<file path="src/rtl/serial_word_streamer.sv">
// Parallel-to-serial word streamer with a 1-deep hold buffer and per-bit frame markers.
// Consecutive words stream back to back; din_ready is combinational from the hold buffer state.
module serial_word_streamer #(
    parameter int unsigned WIDTH     = 8,
    parameter bit          MSB_FIRST = 1'b0,
    parameter bit          IDLE_BIT  = 1'b0
) (
    input  logic             clk,
    input  logic             rst,
    input  logic [WIDTH-1:0] din,
    input  logic             din_valid,
    output logic             din_ready,
    output logic             a,
    output logic             a_valid,
    output logic             frame_start,
    output logic             frame_last,
    output logic             busy
);

    localparam int unsigned      CNT_W    = $clog2(WIDTH);
    localparam logic [CNT_W-1:0] LAST_CNT = CNT_W'(WIDTH - 1);

    typedef enum logic {
        IDLE  = 1'b0,
        SHIFT = 1'b1
    } state_t;

    state_t           state;
    logic [CNT_W-1:0] bit_cnt;
    logic [WIDTH-1:0] shift_reg;
    logic [WIDTH-1:0] hold;
    logic             hold_full;

    logic             xfer;
    logic             shifter_free;
    logic [WIDTH-1:0] load_word;
    logic             load_first;
    logic [WIDTH-1:0] load_rest;
    logic             shift_next;
    logic [WIDTH-1:0] shift_rest;
    logic [CNT_W-1:0] cnt_next;

    assign din_ready    = ~hold_full;
    assign busy         = (state == SHIFT) | hold_full;
    assign xfer         = din_valid & din_ready;
    assign shifter_free = (state == IDLE) || (bit_cnt == LAST_CNT);
    assign cnt_next     = CNT_W'(bit_cnt + 1'b1);

    // Held word always wins the shifter over a fresh transfer
    assign load_word  = hold_full ? hold : din;
    assign load_first = MSB_FIRST ? load_word[WIDTH-1] : load_word[0];
    assign load_rest  = MSB_FIRST ? (load_word << 1) : (load_word >> 1);
    assign shift_next = MSB_FIRST ? shift_reg[WIDTH-1] : shift_reg[0];
    assign shift_rest = MSB_FIRST ? (shift_reg << 1) : (shift_reg >> 1);

    always_ff @(posedge clk) begin
        if (rst) begin
            state       <= IDLE;
            bit_cnt     <= '0;
            shift_reg   <= '0;
            hold        <= '0;
            hold_full   <= 1'b0;
            a           <= IDLE_BIT;
            a_valid     <= 1'b0;
            frame_start <= 1'b0;
            frame_last  <= 1'b0;
        end else if (shifter_free) begin
            if (hold_full || xfer) begin
                state       <= SHIFT;
                bit_cnt     <= '0;
                shift_reg   <= load_rest;
                hold_full   <= 1'b0;
                a           <= load_first;
                a_valid     <= 1'b1;
                frame_start <= 1'b1;
                frame_last  <= 1'b0;
            end else begin
                state       <= IDLE;
                bit_cnt     <= '0;
                a           <= IDLE_BIT;
                a_valid     <= 1'b0;
                frame_start <= 1'b0;
                frame_last  <= 1'b0;
            end
        end else begin
            bit_cnt     <= cnt_next;
            shift_reg   <= shift_rest;
            a           <= shift_next;
            frame_start <= 1'b0;
            frame_last  <= (cnt_next == LAST_CNT);
            // Word arriving mid-shift parks in the hold buffer
            if (xfer) begin
                hold      <= din;
                hold_full <= 1'b1;
            end
        end
    end

endmodule

</file>
<file path="config.mk">
export PLATFORM = sky130hd
export DESIGN_NAME = serial_word_streamer
export DESIGN_NICKNAME = d
export VERILOG_FILES = /design/src/rtl/serial_word_streamer.sv
export SDC_FILE = /design/constraint.sdc
export NUM_CORES = 1
export LEC_CHECK = 0
export ABC_CLOCK_PERIOD_IN_PS = 3300
export CAP_MARGIN = 20
export CORE_ASPECT_RATIO = 1.4
export CORE_MARGIN = 8
export CORE_UTILIZATION = 54
export DETAILED_ROUTE_END_ITERATION = 16
export PLACE_DENSITY = 0.88
export SLEW_MARGIN = 5
export SYNTH_ARGS = -nofsm -noshare
export SYNTH_HDL_FRONTEND = slang
export SYNTH_SLANG_ARGS = --single-unit
</file>
<file path="constraint.sdc">
create_clock -name clk -period 3.3 [get_ports clk]
set_clock_uncertainty 0.15 [all_clocks]
set_input_delay 0.99 -clock clk [delete_from_list [all_inputs] [get_ports clk]]
set_output_delay 0.99 -clock clk [all_outputs]
set_load 0.01 [all_outputs]
</file>
==> impl_metrics.json, run 1 <==
{
  "cts.hold.buffers_added": 0,
  "yosys_warnings": 0,
  "htree_levels": 1,
  "synth.avg_cell_area_um2": 9.92,
  "cts.sinks": 23,
  "synth_compound_area_frac": 0.0820,
  "synthMuxAreaShare": 0.0908,
  "grt.busiest_layer": "met2",
  "grt_setup_unrepaired": "no",
  "use_met2": 0.205,
  "grtUsageMet1": 0.137,
  "fillers": 150,
  "rows": 18,
  "grt_pass1_wl_um": 3350,
  "cp-start-kind": "register",
  "path_buf_inv": 2,
  "syn_area_um2": 992,
  "dieArea_mm2": 0.00348,
  "gp_congestion": 0.765,
  "yosysSeqAreaShare": 0.464,
  "hold_path.class": "reg -> reg",
  "drtIter0Drc": 15,
  "overflow": 0,
  "globalRouteMet3Util": 0.0312,
  "dp_hpwl_um": 1310,
  "synth.top_cells.by_count": "23 x dfxtp_1, 17 x nor2_1, 11 x nor3_1",
  "antenna_found_initial": 0,
  "fin_area_mm2": 0.00115,
  "crit_family": "buffers and inverters",
  "die_h_um": 66.7,
  "grt_start_max_net_pins": 23,
  "fin_setup_tns_ns": 0,
  "synth.most_common_cell": "dfxtp_1",
  "period_needed_ns": 2.98,
  "cts_tree": "built",
  "worst_slack_ns": 0.317,
  "power.density_mw_per_mm2": 440,
  "criticalPathCategory": "reg -> out",
  "syn_inst": 100,
  "post_cts_buffers": 0,
  "finalSetupViolCount": 0,
  "cts_made_buffers": 3,
  "leakagePower_nw": 0.444,
  "post_dp_cell_area_mm2": 0.00113,
  "cp_slowest_cell": "dfxtp_1",
  "synth-async-reset-ratio": 0,
  "synth_top_area_share": 0.464,
  "status": "complete, no violations",
  "core_area_mm2": 0.00176,
  "ios": 17,
  "slew_viol_final": 0,
  "fmax_mhz": 335,
  "crit_required_ns": 2.16,
  "slowest_delay_ns": 0.59,
  "first_pass_iters": 4,
  "drc_errors": 0,
  "largest_reg_flops": 8,
  "syn_to_final_growth_pct": 16.4,
  "routed_wl_um": 1900,
  "crit_cells": 2,
  "synth_top_area_cell": "dfxtp_1",
  "die_x_um": 52.2,
  "hold_viol": 0,
  "synth-edff-count": 0,
  "worstPathCellList": "clkinv_1 > clkdlybuf4s50_1",
  "cts_root_buf": "clkbuf_4",
  "grt_usage": 0.122,
  "routedWlPerCell_um": 14.3,
  "pre_cts_slack_ns": 0.485,
  "vias_per_cell": 5.62,
  "synth_nets": 114,
  "port_buffers": 16,
  "min_period_over_period": 0.904,
  "ant_nets": 0,
  "synth_fa_ha_area_frac": 0.0378,
  "tightest_slew_ns": 0.790,
  "synthFlopType": "dfxtp_1",
  "drive_gt1_frac": 0.115,
  "arrival_ns": 1.84,
  "synthXorXnorAreaFrac": 0,
  "vias": 747,
  "min_delay_path_depth": 1,
  "clk_pin_slew_worst_paths_ns": 0.12,
  "grt_pass1_vias": 785,
  "ys_types": 23,
  "ir_drop_mv": 0.230,
  "slew_headroom": 0.471,
  "clock_path_buffers": 2,
  "clk_latency_ns": 0.30,
  "finalNetCount": 128,
  "netlist_top_cells_area": "dfxtp_1 46%, mux2i_1 9.1%, nor2_1 6.4%",
  "synth_simple_gate_area_share": 0.267,
  "cts.repair.resized": 0,
  "start_util": 0.565,
  "cp-end-kind": "output port",
  "antenna_cells": 0,
  "ff2ff_path_depth": 5,
  "path_max_fanout": 12,
  "synth_top_family_by_area": "simple AND/OR/NAND/NOR gates",
  "synth_seq_cells": 23,
  "cap_violations": 0
}
## placed cells by master (no fill, tap or decap)
| cell | instances |
|---|---|
| or2_2 | 1 |
| and2_1 | 1 |
| clkinv_2 | 1 |
| a2111oi_0 | 6 |
| nor2_1 | 17 |
| nand2b_1 | 1 |
| clkinv_1 | 1 |
| nor3b_1 | 1 |
| nor3_1 | 11 |
| nor2b_1 | 2 |
| a2111oi_2 | 1 |
| nor4_1 | 6 |
| nor2b_4 | 1 |
| clkbuf_4 | 3 |
| clkdlybuf4s50_1 | 16 |
| inv_1 | 1 |
| dfxtp_1 | 23 |
| and4bb_2 | 1 |
| and2b_2 | 5 |
| a221oi_1 | 1 |
| mux2i_1 | 9 |
| ha_1 | 3 |
| a21oi_1 | 1 |
## through the flow
| step | total power [mW] | instances | hold WS [ns] | utilization |
|---|---|---|---|---|
| final | 0.508 | 133 | 0.323 | 0.657 |
| after global routing | 0.537 | 133 | 0.356 | 0.657 |
| after CTS | 0.512 | 133 | 0.327 | 0.657 |
| after detailed placement | 0.390 | 129 | 0.310 | 0.642 |
| after global placement | 0.387 | 129 | 0.293 | 0.642 |
| after floorplan | 0.362 | 100 | 0.282 | - |
## area by class of cell
| class | count | area (µm²) | share of cell area |
|---|---|---|---|
| clock buffer | 3 | 22.5 | 0.0195 |
| clock inverter | 1 | 5.00 | 0.00433 |
| inverter | 2 | 7.51 | 0.00650 |
| multi-input combinational | 68 | 474 | 0.411 |
| sequential | 23 | 460 | 0.399 |
| tap | 20 | 25.0 | 0.0217 |
| timing repair buffer | 16 | 160 | 0.139 |
## layer usage
metal / wire length [µm] / vias up
met5: 0 / -
met4: 20 / 0
met3: 118 / 2
met2: 951 / 22
met1: 811 / 342
li1: - / 381
## power breakdown
part           total (mW)  leakage (nW)  internal [mW]  switching (mW)
clock               0.124        0.0177         0.0452          0.0793
combinational      0.0799         0.238         0.0418          0.0382
sequential          0.304         0.189          0.294         0.00972
## worst paths after layout
| path | endpoint | slack, ns | startpoint |
|---|---|---|---|
| worst max-delay path | din_ready | 0.32 | hold_full$_SDFFE_PP0P_ |
| worst min-delay path | bit_cnt[0]$_SDFF_PP0_ | 0.32 | bit_cnt[0]$_SDFF_PP0_ |
| worst max register to register | hold[4]$_SDFFE_PP0P_ | 1.46 | bit_cnt[0]$_SDFF_PP0_ |
| worst min register to register | bit_cnt[0]$_SDFF_PP0_ | 0.32 | bit_cnt[0]$_SDFF_PP0_ |
## worst register-to-register path, delay by kind of cell, from the launching register on
family / cells / cell delay (ns)
AND/OR/NAND/NOR: 2 / 0.55
adder cells (fa/ha/maj): 2 / 0.41
flip-flops: 1 / 0.35
multiplexers: 1 / 0.24
## logic make-up (layout without fill, tap and decap cells)
logic type | Yosys count | after routing
buf+inv | 9 | 22
mux | 9 | 9
simple gates | 47 | 47
flops | 23 | 23
compound gates | 9 | 9
fa+ha+maj | 3 | 3
(Power assumes the default switching activity.)
==> inputs of run 2 (changes only) <==
CORE_ASPECT_RATIO = not set   (was 1.4)
==> impl_metrics.json, run 2 (synthesis gave the netlist of run 1 again) <==
{
  "tightest_slew_ns": 0.798,
  "ff2ff_path_depth": 5,
  "rows": 15,
  "path_buf_inv": 1,
  "slew_headroom": 0.466,
  "drc_errors": 0,
  "finalNetCount": 129,
  "reg2reg_from": "bit_cnt[0]$_SDFF_PP0_",
  "cp-end-kind": "output port",
  "grt_pass1_vias": 773,
  "grt_usage": 0.125,
  "cp_slowest_cell": "dfxtp_1",
  "gp_congestion": 0.743,
  "vias": 774,
  "status": "complete, no violations",
  "slew_viol_final": 0,
  "path_max_fanout": 12,
  "cts.repair.resized": 0,
  "worstPathCellList": "or2_2 > clkdlybuf4s50_1",
  "largest_reg_flops": 8,
  "pre_cts_slack_ns": 0.444,
  "vias_per_cell": 5.57,
  "power_uw": 513,
  "grt_setup_unrepaired": "no",
  "worst_slack_ns": 0.565,
  "core_area_mm2": 0.00173,
  "final_common_cell": "dfxtp_1",
  "antenna_found_initial": 0,
  "cts_root_buf": "clkbuf_4",
  "die_h_um": 58.9,
  "min_period_over_period": 0.829,
  "clk_latency_ns": 0.31,
  "crit_required_ns": 2.16,
  "slowest_delay_ns": 0.57,
  "hold_end": "bit_cnt[0]$_SDFF_PP0_",
  "routed_wl_um": 1920,
  "start_util": 0.575,
  "period_needed_ns": 2.74,
  "hold_start": "bit_cnt[0]$_SDFF_PP0_",
  "antenna_cells": 0,
  "hold_path.class": "reg -> reg",
  "port_buffers": 16,
  "clk_pin_slew_worst_paths_ns": 0.11,
  "dieArea_mm2": 0.00347,
  "finalSetupViolCount": 0,
  "fmax_mhz": 366,
  "cts_made_buffers": 3,
  "first_pass_iters": 4,
  "ios": 17,
  "overflow": 0,
  "power.density_mw_per_mm2": 439,
  "grt_start_max_net_pins": 23,
  "grt_pass1_wl_um": 3370,
  "dp_hpwl_um": 1320,
  "drtIter0Drc": 21,
  "cts_tree": "built",
  "cap_violations": 0,
  "routedWlPerCell_um": 13.8,
  "htree_levels": 1,
  "ir_drop_mv": 0.231,
  "cts.hold.buffers_added": 0,
  "final_core_util": 0.676,
  "hold_viol": 0,
  "final_cell_mix": "23 x dfxtp_1, 17 x nor2_1, 16 x clkdlybuf4s50_1",
  "final_cells": 139,
  "regToRegEndpoint": "hold[7]$_SDFFE_PP0P_",
  "post_cts_buffers": 0,
  "min_delay_path_depth": 1,
  "arrival_ns": 1.60,
  "die_x_um": 58.9,
  "fin_setup_tns_ns": 0,
  "dp.cells": 135,
  "cts.sinks": 23,
  "clock_path_buffers": 2,
  "crit_family": "flip-flops",
  "rrSetupSlack_ns": 1.45,
  "ant_nets": 0,
  "leakagePower_nw": 0.446,
  "cp-start-kind": "register",
  "syn_to_final_growth_pct": 17.7,
  "criticalPathCategory": "reg -> out",
  "drive_gt1_frac": 0.114
}
[run 2: report_power, final]
part | internal, mW | switching [mW] | total (mW)
clock | 0.0473 | 0.0805 | 0.128
combinational | 0.0425 | 0.0384 | 0.0808
sequential | 0.294 | 0.00983 | 0.304
total | 0.384 | 0.129 | 0.513
[run 2: worst max path at each step]
stage	start	depth (start not counted)	slack, ns	end
after floorplan	hold_full$_SDFFE_PP0P_	2	1.37	busy
final	hold_full$_SDFFE_PP0P_	2	0.56	busy
after global routing	hold_full$_SDFFE_PP0P_	2	0.46	busy
after CTS	hold_full$_SDFFE_PP0P_	2	0.55	busy
after global placement	din_valid	4	0.51	hold[2]$_SDFFE_PP0P_
after detailed placement	din_valid	4	0.44	shift_reg[1]$_SDFFE_PP0P_
[run 2: per-layer routing]
layer / up-vias / global-route usage / wire length, µm
li1: 385 / - / -
met1: 368 / 0.134 / 862
met2: 16 / 0.210 / 879
met3: 5 / 0.0261 / 108
met4: 0 / 0.0922 / 65
met5: - / 0 / 0
[run 2: through the flow]
| stage | area, µm² | hold slack (ns) |
|---|---|---|
| floorplan | 992 | 0.282 |
| global placement | 1140 | 0.294 |
| detailed placement | 1140 | 0.313 |
| CTS | 1170 | 0.328 |
| global route | 1170 | 0.342 |
| finish | 1170 | 0.327 |
[run 2: layout make-up]
type | count | area, µm²
clock buffer | 4 | 26.3
fill | 152 | 559
inverter | 2 | 7.51
multi-input combinational | 68 | 474
sequential | 23 | 460
tap | 25 | 31.3
timing repair buffer | 17 | 168
